==> config.mk <==
export PLATFORM = sky130hd
export DESIGN_NAME = ag_uart_cmd_rx
export DESIGN_NICKNAME = d
export VERILOG_FILES = /design/src/rtl/ag_pkg.sv /design/src/rtl/ag_uart_byte_rx.sv /design/src/rtl/ag_uart_cmd_rx.sv
export SDC_FILE = /design/constraint.sdc
export NUM_CORES = 1
export LEC_CHECK = 0
export ABC_AREA = 1
export CORE_UTILIZATION = 50
export DETAILED_ROUTE_END_ITERATION = 16
export GPL_ROUTABILITY_DRIVEN = 1
export PLACE_DENSITY = 0.73
export SLEW_MARGIN = 15
export SYNTH_ARGS = -nofsm -noshare
export SYNTH_HDL_FRONTEND = slang
export SYNTH_SLANG_ARGS = --single-unit
==> constraint.sdc <==
create_clock -name clk -period 2.4 [get_ports clk]
set_input_delay 0.72 -clock clk [delete_from_list [all_inputs] [get_ports clk]]
set_output_delay 0.72 -clock clk [all_outputs]
set_load 0.01 [all_outputs]
==> src/rtl/ag_pkg.sv <==
// Shared definitions for the coprocessor serial link: sync byte, opcode
// values and the state encodings of the UART byte receiver and frame parser.
// Build option: AG_RX_PARITY_EN adds an even-parity bit between data and
// stop (8E1); without it the receiver is plain 8N1.
package ag_pkg;

   localparam logic [7:0] SYNC_BYTE   = 8'hA5;

   localparam logic [7:0] OP_SET_CROP = 8'h01;
   localparam logic [7:0] OP_OVERRIDE = 8'h02;
   localparam logic [7:0] OP_PING     = 8'h03;

`ifdef AG_RX_PARITY_EN
   typedef enum logic [2:0] {IDLE, START, DATA, PARITY, STOP, BREAK} byte_state_e;
`else
   typedef enum logic [2:0] {IDLE, START, DATA, STOP, BREAK} byte_state_e;
`endif

   typedef enum logic [1:0] {HUNT, OPC, ARG, CHK} parse_state_e;

endpackage

==> src/rtl/ag_uart_byte_rx.sv <==
// UART byte receiver: baud tick generator, rx synchroniser and byte FSM.
// Build option: AG_RX_PARITY_EN inserts an even-parity state before STOP;
// a parity mismatch is reported on framing_err_o like a bad stop bit.
module ag_uart_byte_rx
   import ag_pkg::*;
#(
   parameter int CLK_HZ     = 25_000_000,
   parameter int BAUD       = 115200,
   parameter int OVERSAMPLE = 16
) (
   input  logic       clk,
   input  logic       rst_n,
   input  logic       ena_i,
   input  logic       rx_i,
   output logic       tick_o,
   output logic       byte_valid_o,
   output logic [7:0] byte_data_o,
   output logic       framing_err_o,
   output logic       busy_o
);

   localparam int DIV = CLK_HZ / (BAUD * OVERSAMPLE);
   localparam int DW  = (DIV > 1) ? $clog2(DIV) : 1;
   localparam int CW  = $clog2(OVERSAMPLE);
   localparam logic [DW-1:0] DIV_LAST  = DW'(DIV - 1);
   localparam logic [CW-1:0] HALF_LAST = CW'(OVERSAMPLE / 2 - 1);
   localparam logic [CW-1:0] FULL_LAST = CW'(OVERSAMPLE - 1);

   if (DIV < 1) begin : g_div_check
      $error("ag_uart_byte_rx: CLK_HZ too low for BAUD*OVERSAMPLE");
   end
   if ((OVERSAMPLE < 4) || (OVERSAMPLE % 2 != 0)) begin : g_os_check
      $error("ag_uart_byte_rx: OVERSAMPLE must be even and >= 4");
   end

   logic [DW-1:0] divCnt_q;
   logic          rxMeta_q;
   logic          rxs_q;
   byte_state_e   state_q;
   logic [CW-1:0] tickCnt_q;
   logic [2:0]    bitIdx_q;
   logic [7:0]    shift_q;
   logic          byteValid_q;
   logic          framingErr_q;
   logic          tick;
`ifdef AG_RX_PARITY_EN
   logic          parErr_q;
`endif

   assign tick          = ena_i && (divCnt_q == DIV_LAST);
   assign tick_o        = tick;
   assign byte_valid_o  = byteValid_q;
   assign byte_data_o   = shift_q;
   assign framing_err_o = framingErr_q;
   assign busy_o        = (state_q != IDLE);

   // Free-running oversample tick divider, frozen while disabled
   always_ff @(posedge clk or negedge rst_n) begin
      if (!rst_n) begin
         divCnt_q <= '0;
      end else if (ena_i) begin
         divCnt_q <= tick ? '0 : divCnt_q + 1'b1;
      end
   end

   // Two-flop synchroniser on the asynchronous line; keeps running when disabled
   always_ff @(posedge clk or negedge rst_n) begin
      if (!rst_n) begin
         rxMeta_q <= 1'b1;
         rxs_q    <= 1'b1;
      end else begin
         rxMeta_q <= rx_i;
         rxs_q    <= rxMeta_q;
      end
   end

   // Byte FSM: centre-samples start, data and stop bits; result pulses are registered
   always_ff @(posedge clk or negedge rst_n) begin
      if (!rst_n) begin
         state_q      <= IDLE;
         tickCnt_q    <= '0;
         bitIdx_q     <= '0;
         shift_q      <= '0;
         byteValid_q  <= 1'b0;
         framingErr_q <= 1'b0;
`ifdef AG_RX_PARITY_EN
         parErr_q     <= 1'b0;
`endif
      end else if (ena_i) begin
         byteValid_q  <= 1'b0;
         framingErr_q <= 1'b0;
         case (state_q)
            IDLE: begin
               if (!rxs_q) begin
                  state_q   <= START;
                  tickCnt_q <= '0;
               end
            end
            START: begin
               if (tick) begin
                  if (tickCnt_q == HALF_LAST) begin
                     tickCnt_q <= '0;
                     bitIdx_q  <= '0;
                     state_q   <= rxs_q ? IDLE : DATA;
                  end else begin
                     tickCnt_q <= tickCnt_q + 1'b1;
                  end
               end
            end
            DATA: begin
               if (tick) begin
                  if (tickCnt_q == FULL_LAST) begin
                     tickCnt_q <= '0;
                     shift_q   <= {rxs_q, shift_q[7:1]};
                     bitIdx_q  <= bitIdx_q + 1'b1;
                     if (bitIdx_q == 3'd7) begin
`ifdef AG_RX_PARITY_EN
                        state_q <= PARITY;
`else
                        state_q <= STOP;
`endif
                     end
                  end else begin
                     tickCnt_q <= tickCnt_q + 1'b1;
                  end
               end
            end
`ifdef AG_RX_PARITY_EN
            PARITY: begin
               if (tick) begin
                  if (tickCnt_q == FULL_LAST) begin
                     tickCnt_q <= '0;
                     parErr_q  <= rxs_q ^ (^shift_q);
                     state_q   <= STOP;
                  end else begin
                     tickCnt_q <= tickCnt_q + 1'b1;
                  end
               end
            end
`endif
            STOP: begin
               if (tick) begin
                  if (tickCnt_q == FULL_LAST) begin
                     tickCnt_q <= '0;
                     if (!rxs_q) begin
                        framingErr_q <= 1'b1;
                        state_q      <= BREAK;
`ifdef AG_RX_PARITY_EN
                     end else if (parErr_q) begin
                        framingErr_q <= 1'b1;
                        state_q      <= IDLE;
`endif
                     end else begin
                        byteValid_q <= 1'b1;
                        state_q     <= IDLE;
                     end
                  end else begin
                     tickCnt_q <= tickCnt_q + 1'b1;
                  end
               end
            end
            BREAK: begin
               if (rxs_q) begin
                  state_q <= IDLE;
               end
            end
            default: state_q <= IDLE;
         endcase
      end
   end

endmodule

==> src/rtl/ag_uart_cmd_rx.sv <==
// Command-frame receiver: frames of SYNC, OPC, ARG, CHK are parsed from the
// UART byte stream and delivered as {opcode, arg} over valid/ready.
// Build option: AG_RX_PARITY_EN selects 8E1 framing in the byte receiver.
module ag_uart_cmd_rx
   import ag_pkg::*;
#(
   parameter int CLK_HZ       = 25_000_000,
   parameter int BAUD         = 115200,
   parameter int OVERSAMPLE   = 16,
   parameter int TIMEOUT_BITS = 40
) (
   input  logic       clk,
   input  logic       rst_n,
   input  logic       ena_i,
   input  logic       rx_i,
   output logic       cmd_valid_o,
   input  logic       cmd_ready_i,
   output logic [7:0] cmd_opcode_o,
   output logic [7:0] cmd_arg_o,
   output logic       err_framing_o,
   output logic       err_checksum_o,
   output logic       err_timeout_o,
   output logic       err_overrun_o,
   output logic       busy_o
);

   localparam int TO_LIMIT = OVERSAMPLE * TIMEOUT_BITS;
   localparam int TW       = $clog2(TO_LIMIT);
   localparam logic [TW-1:0] TO_LAST = TW'(TO_LIMIT - 1);

   logic         tick;
   logic         byteValid;
   logic [7:0]   byteData;
   logic         framingErr;
   logic         byteBusy;

   parse_state_e pstate_q;
   logic [TW-1:0] toCnt_q;
   logic [7:0]   opc_q;
   logic [7:0]   arg_q;
   logic         cmdValid_q;
   logic [7:0]   cmdOpcode_q;
   logic [7:0]   cmdArg_q;
   logic         errChecksum_q;
   logic         errTimeout_q;
   logic         errOverrun_q;

   ag_uart_byte_rx #(
      .CLK_HZ     (CLK_HZ),
      .BAUD       (BAUD),
      .OVERSAMPLE (OVERSAMPLE)
   ) uByteRx (
      .clk           (clk),
      .rst_n         (rst_n),
      .ena_i         (ena_i),
      .rx_i          (rx_i),
      .tick_o        (tick),
      .byte_valid_o  (byteValid),
      .byte_data_o   (byteData),
      .framing_err_o (framingErr),
      .busy_o        (byteBusy)
   );

   assign cmd_valid_o    = cmdValid_q;
   assign cmd_opcode_o   = cmdOpcode_q;
   assign cmd_arg_o      = cmdArg_q;
   assign err_framing_o  = framingErr & ena_i;
   assign err_checksum_o = errChecksum_q;
   assign err_timeout_o  = errTimeout_q;
   assign err_overrun_o  = errOverrun_q;
   assign busy_o         = (pstate_q != HUNT) | byteBusy;

   // Frame parser, inter-byte timeout and command handshake; error pulses last one cycle
   always_ff @(posedge clk or negedge rst_n) begin
      if (!rst_n) begin
         pstate_q      <= HUNT;
         toCnt_q       <= '0;
         opc_q         <= '0;
         arg_q         <= '0;
         cmdValid_q    <= 1'b0;
         cmdOpcode_q   <= '0;
         cmdArg_q      <= '0;
         errChecksum_q <= 1'b0;
         errTimeout_q  <= 1'b0;
         errOverrun_q  <= 1'b0;
      end else begin
         errChecksum_q <= 1'b0;
         errTimeout_q  <= 1'b0;
         errOverrun_q  <= 1'b0;
         if (ena_i) begin
            if (cmdValid_q && cmd_ready_i) begin
               cmdValid_q <= 1'b0;
            end
            if (byteValid) begin
               toCnt_q <= '0;
               case (pstate_q)
                  HUNT: begin
                     if (byteData == SYNC_BYTE) begin
                        pstate_q <= OPC;
                     end
                  end
                  OPC: begin
                     opc_q    <= byteData;
                     pstate_q <= ARG;
                  end
                  ARG: begin
                     arg_q    <= byteData;
                     pstate_q <= CHK;
                  end
                  CHK: begin
                     pstate_q <= HUNT;
                     if (byteData != (opc_q + arg_q)) begin
                        errChecksum_q <= 1'b1;
                     end else if (cmdValid_q) begin
                        errOverrun_q <= 1'b1;
                     end else begin
                        cmdValid_q  <= 1'b1;
                        cmdOpcode_q <= opc_q;
                        cmdArg_q    <= arg_q;
                     end
                  end
                  default: pstate_q <= HUNT;
               endcase
            end else if (framingErr && (pstate_q != HUNT)) begin
               pstate_q <= HUNT;
            end else if ((pstate_q != HUNT) && tick) begin
               if (toCnt_q == TO_LAST) begin
                  errTimeout_q <= 1'b1;
                  pstate_q     <= HUNT;
               end else begin
                  toCnt_q <= toCnt_q + 1'b1;
               end
            end
         end
      end
   end

endmodule

==> results_dict.tcl, run 1 <==
set metrics [dict create \
    grt_start_max_net_pins 33 \
    ys_seq_area_share_pct 47.0 \
    cts_root_buffer "clkbuf_8" \
    async_reset_ff_share_pct 100 \
    worst_slew_pin_slew_ps 600 \
    first_global_vias 3386 \
    routabilityCongestion 0.806 \
    die_x_um 90.8 \
    cts_hold_buf 0 \
    syn_avg_cell_area_um2 8.27 \
    drc 0 \
    ys_types 39 \
    drv_slew 0 \
    finalInstanceArea_um2 4710 \
    nFillCells 691 \
    powerDensity_nw_per_um2 607 \
    io_buffers 26 \
    drt_iter0_drc 155 \
    crit_fanout 8 \
    syn_nets 500 \
    yosysWarnings 0 \
    start_util_pct 51.3 \
    ios 27 \
    finalSetupViolCount 0 \
    htreeDepth 3 \
    syn_inst 477 \
    cp-end-kind "flop" \
    synthXorXnorAreaFrac_pct 1.78 \
    synth_flop_cell "dfrtp_1" \
    avgViaCountPerCell 5.34 \
    hold_viol 0 \
    numCtsBuffers 9 \
    antenna_cells 0 \
    die-area_um2 8250 \
    crit_arrival_ps 2540 \
    ys_seq_elements 74 \
    crit_type "flop to flop" \
    synth_compound_area_share_pct 9.49 \
    grtUsageTotal_pct 22.4 \
    wl_per_cell_um 14.0 \
    outcome "complete, no violations" \
    route.vias.total 3373 \
    peakVddDrop_mv 0.373 \
    drive_above_1_share_pct 14.2 \
    drv_cap 0 \
    max_freq_ghz 0.435 \
    multi_input_area_um2 1920 \
    synthSimpleGateAreaFrac_pct 29.4 \
    cts_tree "yes" \
    insertion_delay_ps 360 \
    setup_tns_ps 0 \
    nets 548 \
    die_h_um 90.8 \
    synth_top_family_by_area "simple AND/OR/NAND/NOR gates" \
    firstDrtPassIters 4 \
    antenna_found_initial 0 \
    postLayoutCoreUtil_pct 61.3 \
    synth_fa_ha_area_share_pct 5.90 \
    power.leakage_uw 0.00232 \
    synth_edf_count 0 \
    start_kind "flop" \
    seqCellArea_um2 1850 \
    place_area_um2 4400 \
    relSlewSlack_pct 60.0 \
    area_delta_synth_final_pct 19.5 \
    synth_mux_area_share_pct 0 \
    clock_path_buffers 2 \
    hold_path_class "primary input to asynchronous set/reset pin" \
    clock-sinks 74 \
    post-dp-hpwl_um 6000 \
    grt_first_pass_wirelength_um 14700 \
    required_ps 2640 \
    wl_um 8880 \
    period_share_pct 95.8 \
    drtAntennaViolNets 0 \
    worst_clock_skew_ps 11.8 \
    grt-ovfl-total 0 \
    clk_pin_slew_ps 80 \
    syn_area_um2 3940 \
    period_needed_ps 2300 \
    core_um2 7690 \
    num_rows 32 \
]
[worst paths after layout]
kind	from	to	slack (ps)	cells after the start
max reg2reg	arg_q[0]	cmd_arg_o[1]	100	10
min in group clk	uByteRx.rxMeta_q	uByteRx.rxs_q	360	0
max in group asynchronous	rst_n	cmd_arg_o[0]	1530	2
max	arg_q[0]	cmd_arg_o[1]	100	10
min reg2reg	uByteRx.rxMeta_q	uByteRx.rxs_q	360	0
min	rst_n	cmd_opcode_o[4]	290	1
[Yosys cell counts, types with 10 or more instances]
cell type / number / area, um2
a21oi_1: 10 / 50.1
dfrtp_1: 72 / 1800
ha_1: 17 / 213
inv_1: 50 / 188
nand2_1: 137 / 514
nand2_2: 10 / 62.6
nand3_1: 43 / 215
nor2_1: 20 / 75.1
nor3_1: 10 / 50.1
o21ai_0: 36 / 180
o21ai_1: 10 / 50.1
[flip-flops by register name (all words and copies together) (netlist names), 2 cells and up]
register	cells
toCnt_q	10
arg_q	8
cmd_arg_o	8
cmd_opcode_o	8
opc_q	8
uByteRx.byte_data_o	8
uByteRx.divCnt_q	4
uByteRx.tickCnt_q	4
uByteRx.bitIdx_q	3
uByteRx.state_q	3
pstate_q	2
[layout make-up]
cell class | instances | area share, %
Clock buffer | 11 | 2.79
Multi-Input combinational cell | 343 | 40.7
Clock inverter | 5 | 1.70
Inverter | 56 | 4.46
Tap cell | 102 | 2.71
Sequential cell | 74 | 39.4
Timing Repair Buffer | 41 | 8.34
[where the power goes]
group | switching [uW] | total [uW] | internal [uW]
sequential | 89.8 | 1440 | 1350
clock | 469 | 1050 | 584
combinational | 222 | 362 | 139
[cell families after synthesis]
family	count (synthesis)
and+or+nand+nor	246
DFF	74
AOI/OAI and AO/OA	68
buffers and inverters	63
adders and majority gates	18
xor gates and xnor gates	8
[layer usage]
layer,vias to the layer above,global-route usage (%),part of all wire [%]
met5,-,0,0
met4,0,9.79,3.2
met3,26,5.13,4.7
met2,101,39.1,50
met1,1590,26.3,42
li1,1656,-,-
[cells in the final DEF (no fill, tap or decap), types with 4 or more instances in the layout]
cell	instances
a21oi_1	10
buf_4	14
clkbuf_8	9
clkdlybuf4s50_1	23
dfrtp_1	72
ha_1	15
inv_1	50
inv_2	6
nand2_1	135
nand2_2	12
nand3_1	43
nand3_2	5
nand3_4	4
nor2_1	20
nor2_4	4
nor3_1	10
o21ai_0	36
o21ai_1	10
xor2_1	6
[repair_timing]
action,4_1_cts,5_1_grt
gates cloned,0,3
hold endpoints to repair,0,0
pin swaps,0,4
buffers inserted,1,2
resized for setup,3,9
endpoints found under the setup margin,2,16
[through the flow]
stage / instances / hold slack [ps] / setup slack [ps] / total power (uW)
3_3_place_gp: 610 / 345 / -133 / 1800
2_1_floorplan: 477 / 345 / 341 / 1700
4_1_cts: 627 / 309 / 105 / 2880
5_1_grt: 632 / 323 / -9.38 / 3010
3_5_place_dp: 610 / 347 / -124 / 1820
6_report: 632 / 293 / 101 / 2860
[worst max-delay path, cell delays in order (launching register included)]
cell and delay [ps]:
dfrtp_1 410, ha_2 200, fa_2 530, xnor2_1 120, nand2_1 90, nor2_2 120
nand2_2 90, a21oi_4 260, nand3_4 210, nand2_1 100, nand2_1 50
Note: power is estimated with default switching activity, not from simulation.
==> run 2: changes to the inputs <==
clock period = 2.8 ns   (was 2.4 ns; I/O delays follow)
==> run 2 against run 1 <==
Worst hold slack better by 63 ps. Combinational power is 18% lower. First-iteration DRC count is 36% lower. Critical path depth is 6 lower. Clock-buffer cell count stayed put. Highest routed layer unchanged. Routed wire length is 11% lower.
==> results_dict.tcl, run 2 (synthesized netlist as in run 1, its figures left out) <==
set metrics [dict create \
    outcome "complete, no violations" \
    p_sw_share_pct 27.0 \
    num_rows 32 \
    drive_above_1_share_pct 10.7 \
    critPathBufInv 2 \
    clkPwrFrac_pct 36.8 \
    cpMaxStageDelayCell "clkdlybuf4s50_1" \
    wl_per_cell_um 12.9 \
    htreeDepth 3 \
    hold_viol 0 \
    first_global_vias 3103 \
    start_kind "flop" \
    slowest_delay_ps 530 \
    max_freq_ghz 0.388 \
    crit_arrival_ps 1730 \
    cp_cell_sequence "inv_1 -> ha_1 -> nand3_1 -> clkdlybuf4s50_1" \
    hold_path_class "flop to flop" \
    peakVddDrop_mv 0.531 \
    grtUsageTotal_pct 21.2 \
    firstDrtPassIters 4 \
    final_common_cell "nand2_1" \
    p_total_uw 2430 \
    period_share_pct 91.9 \
    powerDensity_nw_per_um2 536 \
    post-dp-hpwl_um 5860 \
    cp-end-kind "output pin" \
    core_um2 7690 \
    drt_iter0_drc 99 \
    required_ps 1960 \
    whs_ps 357 \
    drv_cap 0 \
    numCtsBuffers 9 \
    clock_path_buffers 2 \
    nets 533 \
    clk_pin_slew_ps 70 \
    grt-ovfl-total 0 \
    insertion_delay_ps 340 \
    io_buffers 26 \
    start_util_pct 51.3 \
    die-area_um2 8250 \
    crit_fanout 5 \
    crit_type "flop to output pin" \
    finalSetupViolCount 0 \
    relSlewSlack_pct 60.4 \
    avgViaCountPerCell 5.16 \
    period_needed_ps 2570 \
    critPathTopFamily "buffers and inverters" \
    drc 0 \
    power.leakage_uw 0.00227 \
    route.vias.total 3186 \
    ios 27 \
    combPwrFrac_pct 12.3 \
    clock-sinks 74 \
    routabilityCongestion 0.857 \
    p_seq_share_pct 51.0 \
    regMostFlops "toCnt_q" \
    power.switching_uw 658 \
    antenna_found_initial 0 \
    p_int_uw 1770 \
    largest_reg_flops 10 \
    area_delta_synth_final_pct 15.0 \
    antenna_cells 0 \
    cts_root_buffer "clkbuf_8" \
    final_cells 617 \
    setup_tns_ps 0 \
    die_x_um 90.8 \
    wl_um 7940 \
    drtAntennaViolNets 0 \
    cts_tree "yes" \
    worst_clock_skew_ps 5.16 \
    grt_start_max_net_pins 44 \
    grt_first_pass_wirelength_um 14000 \
    cts_hold_buf 0 \
    worst_slew_pin_slew_ps 593 \
    place_inst 601 \
    final_cell_mix "137 x nand2_1, 72 x dfrtp_1, 50 x inv_1" \
    rsz0062_at_grt "no" \
    postLayoutCoreUtil_pct 59.0 \
    die_h_um 90.8 \
    drv_slew 0 \
]
run 2: cell count changes in the layout (fill, tap and decap cells not counted), moves of 2 or more:
cell and delta:
clkinvlp_4 -2, nand2_1 +2, ha_1 +2, nand3_4 -3, dlygate4sd2_1 -2, nand2_2 -2
nor2_4 -2, ha_2 -2, buf_4 -11
run 2: worst paths after layout:
| check | startpoint | end | slack [ps] | cells after the start |
|---|---|---|---|---|
| setup / recovery | pstate_q[0] | busy_o | 230 | 4 |
| hold / removal | uByteRx.rxMeta_q | uByteRx.rxs_q | 360 | 0 |
| setup reg to reg | opc_q[0] | cmd_opcode_o[1] | 540 | 11 |
| hold reg to reg | uByteRx.rxMeta_q | uByteRx.rxs_q | 360 | 0 |
| max in group asynchronous | rst_n | toCnt_q[9] | 1730 | 2 |
| min in group asynchronous | rst_n | cmd_opcode_o[5] | 490 | 1 |
run 2: metrics by stage:
step | setup WS (ps) | cell area (um2)
floorplan | 728 | 3940
global placement | 27.7 | 4320
detailed placement | 35.9 | 4320
CTS | 28.7 | 4530
global route | 107 | 4530
finish | 226 | 4530
run 2: layout make-up:
type	count	area (um2)
clock inverter	5	78.8
tap	102	128
inverter	56	210
multi-input combinational	340	1840
timing repair buffer	29	295
fill	702	3150
clock buffer	11	131
sequential	74	1850
run 2: repair_timing:
| item | 4_1_cts | 5_1_grt |
|---|---|---|
| setup buffers | 0 | 0 |
| endpoints found under the setup margin | 0 | 1 |
| hold endpoints to repair | 0 | 0 |
| resized for setup | 0 | 1 |
run 2: metal layers:
| metal | routed length (um) | vias up | share of wire, % | global-route usage [%] |
|---|---|---|---|---|
| met5 | 0 | - | 0 | 0 |
| met4 | 129 | 0 | 1.6 | 7.67 |
| met3 | 224 | 12 | 2.8 | 4.88 |
| met2 | 4000 | 54 | 50 | 35.9 |
| met1 | 3590 | 1494 | 45 | 26.6 |
| li1 | - | 1626 | - | - |
run 2: power groups by stage:
stage          Clock, uW  Combinational (uW)  Sequential, uW
2_1_floorplan          0                 214            1240
3_3_place_gp           0                 283            1250
3_5_place_dp           0                 302            1260
4_1_cts              922                 303            1240
5_1_grt              966                 354            1250
6_report             894                 298            1240
==> run 3: changes to the inputs <==
==> constraint.sdc (replaced) <==
create_clock -name clk -period 2.8 [get_ports clk]
set_input_delay 0.84 -clock clk [delete_from_list [all_inputs] [get_ports clk]]
set_output_delay 0.84 -clock clk [all_outputs]
set_load 0.005 [all_outputs]
==> run 3 against run 2 <==
Core utilization up 0.39 points. Critical endpoint is now err_framing_o. First-iteration DRC count increased by 54%. Largest power group unchanged. Non-clock buffer count did not move. Worst hold slack improved by 3.9 ps. Critical path type is now primary input to output pin. Clock power grew 14%. Largest cell class unchanged. Register-to-register slack got worse by 30 ps. Sequential share of layout area is 0.27 points lower. Final cell count unchanged.
==> results_dict.tcl, run 3 (synthesized netlist as in run 1, its figures left out) <==
set metrics [dict create \
    outcome "complete, no violations" \
    finalSetupViolCount 0 \
    period_share_pct 97.7 \
    final_cell_mix "137 x nand2_1, 72 x dfrtp_1, 50 x inv_1" \
    avgViaCountPerCell 5.21 \
    post-dp-hpwl_um 6130 \
    drtAntennaViolNets 0 \
    place_area_um2 4320 \
    p_sw_share_pct 26.9 \
    cts_root_buffer "clkbuf_8" \
    drv_slew 0 \
    peakVddDrop_mv 0.376 \
    hold_path_class "flop to flop" \
    wl_um 8260 \
    start_util_pct 51.3 \
    seqCellArea_um2 1850 \
    worst_clock_skew_ps 8.67 \
    clk_pin_slew_ps 80 \
    first_global_vias 3154 \
    cts_setup_buffers 0 \
    insertion_delay_ps 360 \
    postLayoutCoreUtil_pct 59.4 \
    period_needed_ps 2730 \
    area_delta_synth_final_pct 15.7 \
    p_int_uw 1870 \
    wl_per_cell_um 13.4 \
    powerDensity_nw_per_um2 560 \
    largest_reg_flops 10 \
    nFillCells 720 \
    combPwrFrac_pct 11.6 \
    grt-ovfl-total 0 \
    num_rows 32 \
    crit_fanout 2 \
    setup_tns_ps 0 \
    ios 27 \
    io_buffers 26 \
    power.switching_uw 688 \
    power.leakage_uw 0.00226 \
    cts_resized 0 \
    drt_iter0_drc 152 \
    antenna_cells 0 \
    cts_hold_buf 0 \
    drive_above_1_share_pct 10.9 \
    p_seq_share_pct 48.7 \
    drc 0 \
    nets 533 \
    routabilityCongestion 0.882 \
    hold_viol 0 \
    die-area_um2 8250 \
    grt_first_pass_wirelength_um 14300 \
    htreeDepth 3 \
    final_common_cell "nand2_1" \
    die_h_um 90.8 \
    cts_tree "yes" \
    core_um2 7690 \
    numCtsBuffers 9 \
    regMostFlops "toCnt_q" \
    finalInstanceArea_um2 4560 \
    die_x_um 90.8 \
    rsz0062_at_grt "no" \
    required_ps 1960 \
    multi_input_area_um2 1840 \
    grt_start_max_net_pins 43 \
    crit_arrival_ps 1890 \
    firstDrtPassIters 4 \
    crit_type "primary input to output pin" \
    worst_slew_pin_slew_ps 559 \
    route.vias.total 3216 \
    antenna_found_initial 0 \
    drv_cap 0 \
    clock_path_buffers 2 \
    clkPwrFrac_pct 39.8 \
    grtUsageTotal_pct 21.9 \
    start_kind "primary input" \
    max_freq_ghz 0.366 \
    cp-end-kind "output pin" \
    relSlewSlack_pct 62.7 \
    clock-sinks 74 \
]
run 3: path summary, 6_finish.rpt:
path / slack, ps / depth (start not counted) / endpoint / start
min in group asynchronous: 470 / 1 / cmd_opcode_o[4] / rst_n
worst max register to register: 510 / 11 / cmd_opcode_o[1] / opc_q[0]
max in group asynchronous: 1750 / 2 / toCnt_q[3] / rst_n
worst max-delay path: 70 / 4 / err_framing_o / ena_i
worst min-delay path: 360 / 0 / uByteRx.rxs_q / uByteRx.rxMeta_q
worst min register to register: 360 / 0 / uByteRx.rxs_q / uByteRx.rxMeta_q
run 3: layer usage:
| metal | vias up | routed length [um] | share of wire (%) | global-route usage [%] |
|---|---|---|---|---|
| met3 | 19 | 276 | 3.3 | 2.78 |
| li1 | 1630 | - | - | - |
| met5 | - | 0 | 0 | 0 |
| met1 | 1507 | 3620 | 44 | 26.4 |
| met2 | 60 | 4130 | 50 | 37.9 |
| met4 | 0 | 230 | 2.8 | 12.3 |
run 3: final cells by class:
class | instances | area share [%]
tap | 102 | 2.80
multi-input combinational | 340 | 40.2
timing repair buffer | 29 | 6.41
clock buffer | 10 | 2.80
clock inverter | 6 | 2.52
sequential | 74 | 40.6
inverter | 56 | 4.61
run 3: power groups by stage:
stage	sequential, uW	combinational, uW	clock [uW]
global placement	1250	283	0
floorplan	1240	214	0
CTS	1240	300	1030
detailed placement	1260	298	0
global route	1250	348	1070
finish	1240	295	1020
run 3: critical path, stage by stage:
cell and delay (ps):
clkdlybuf4s50_1 480, nand2_1 50, inv_1 40, clkdlybuf4s50_1 490
run 3: per-stage QoR:
step	cells	power, uW	hold slack, ps	worst slack (ps)
finish	617	2550	361	65.4
global route	617	2670	367	21.3
CTS	617	2570	363	57.0
detailed placement	601	1560	351	58.4
global placement	601	1540	348	63.2
floorplan	477	1460	345	742
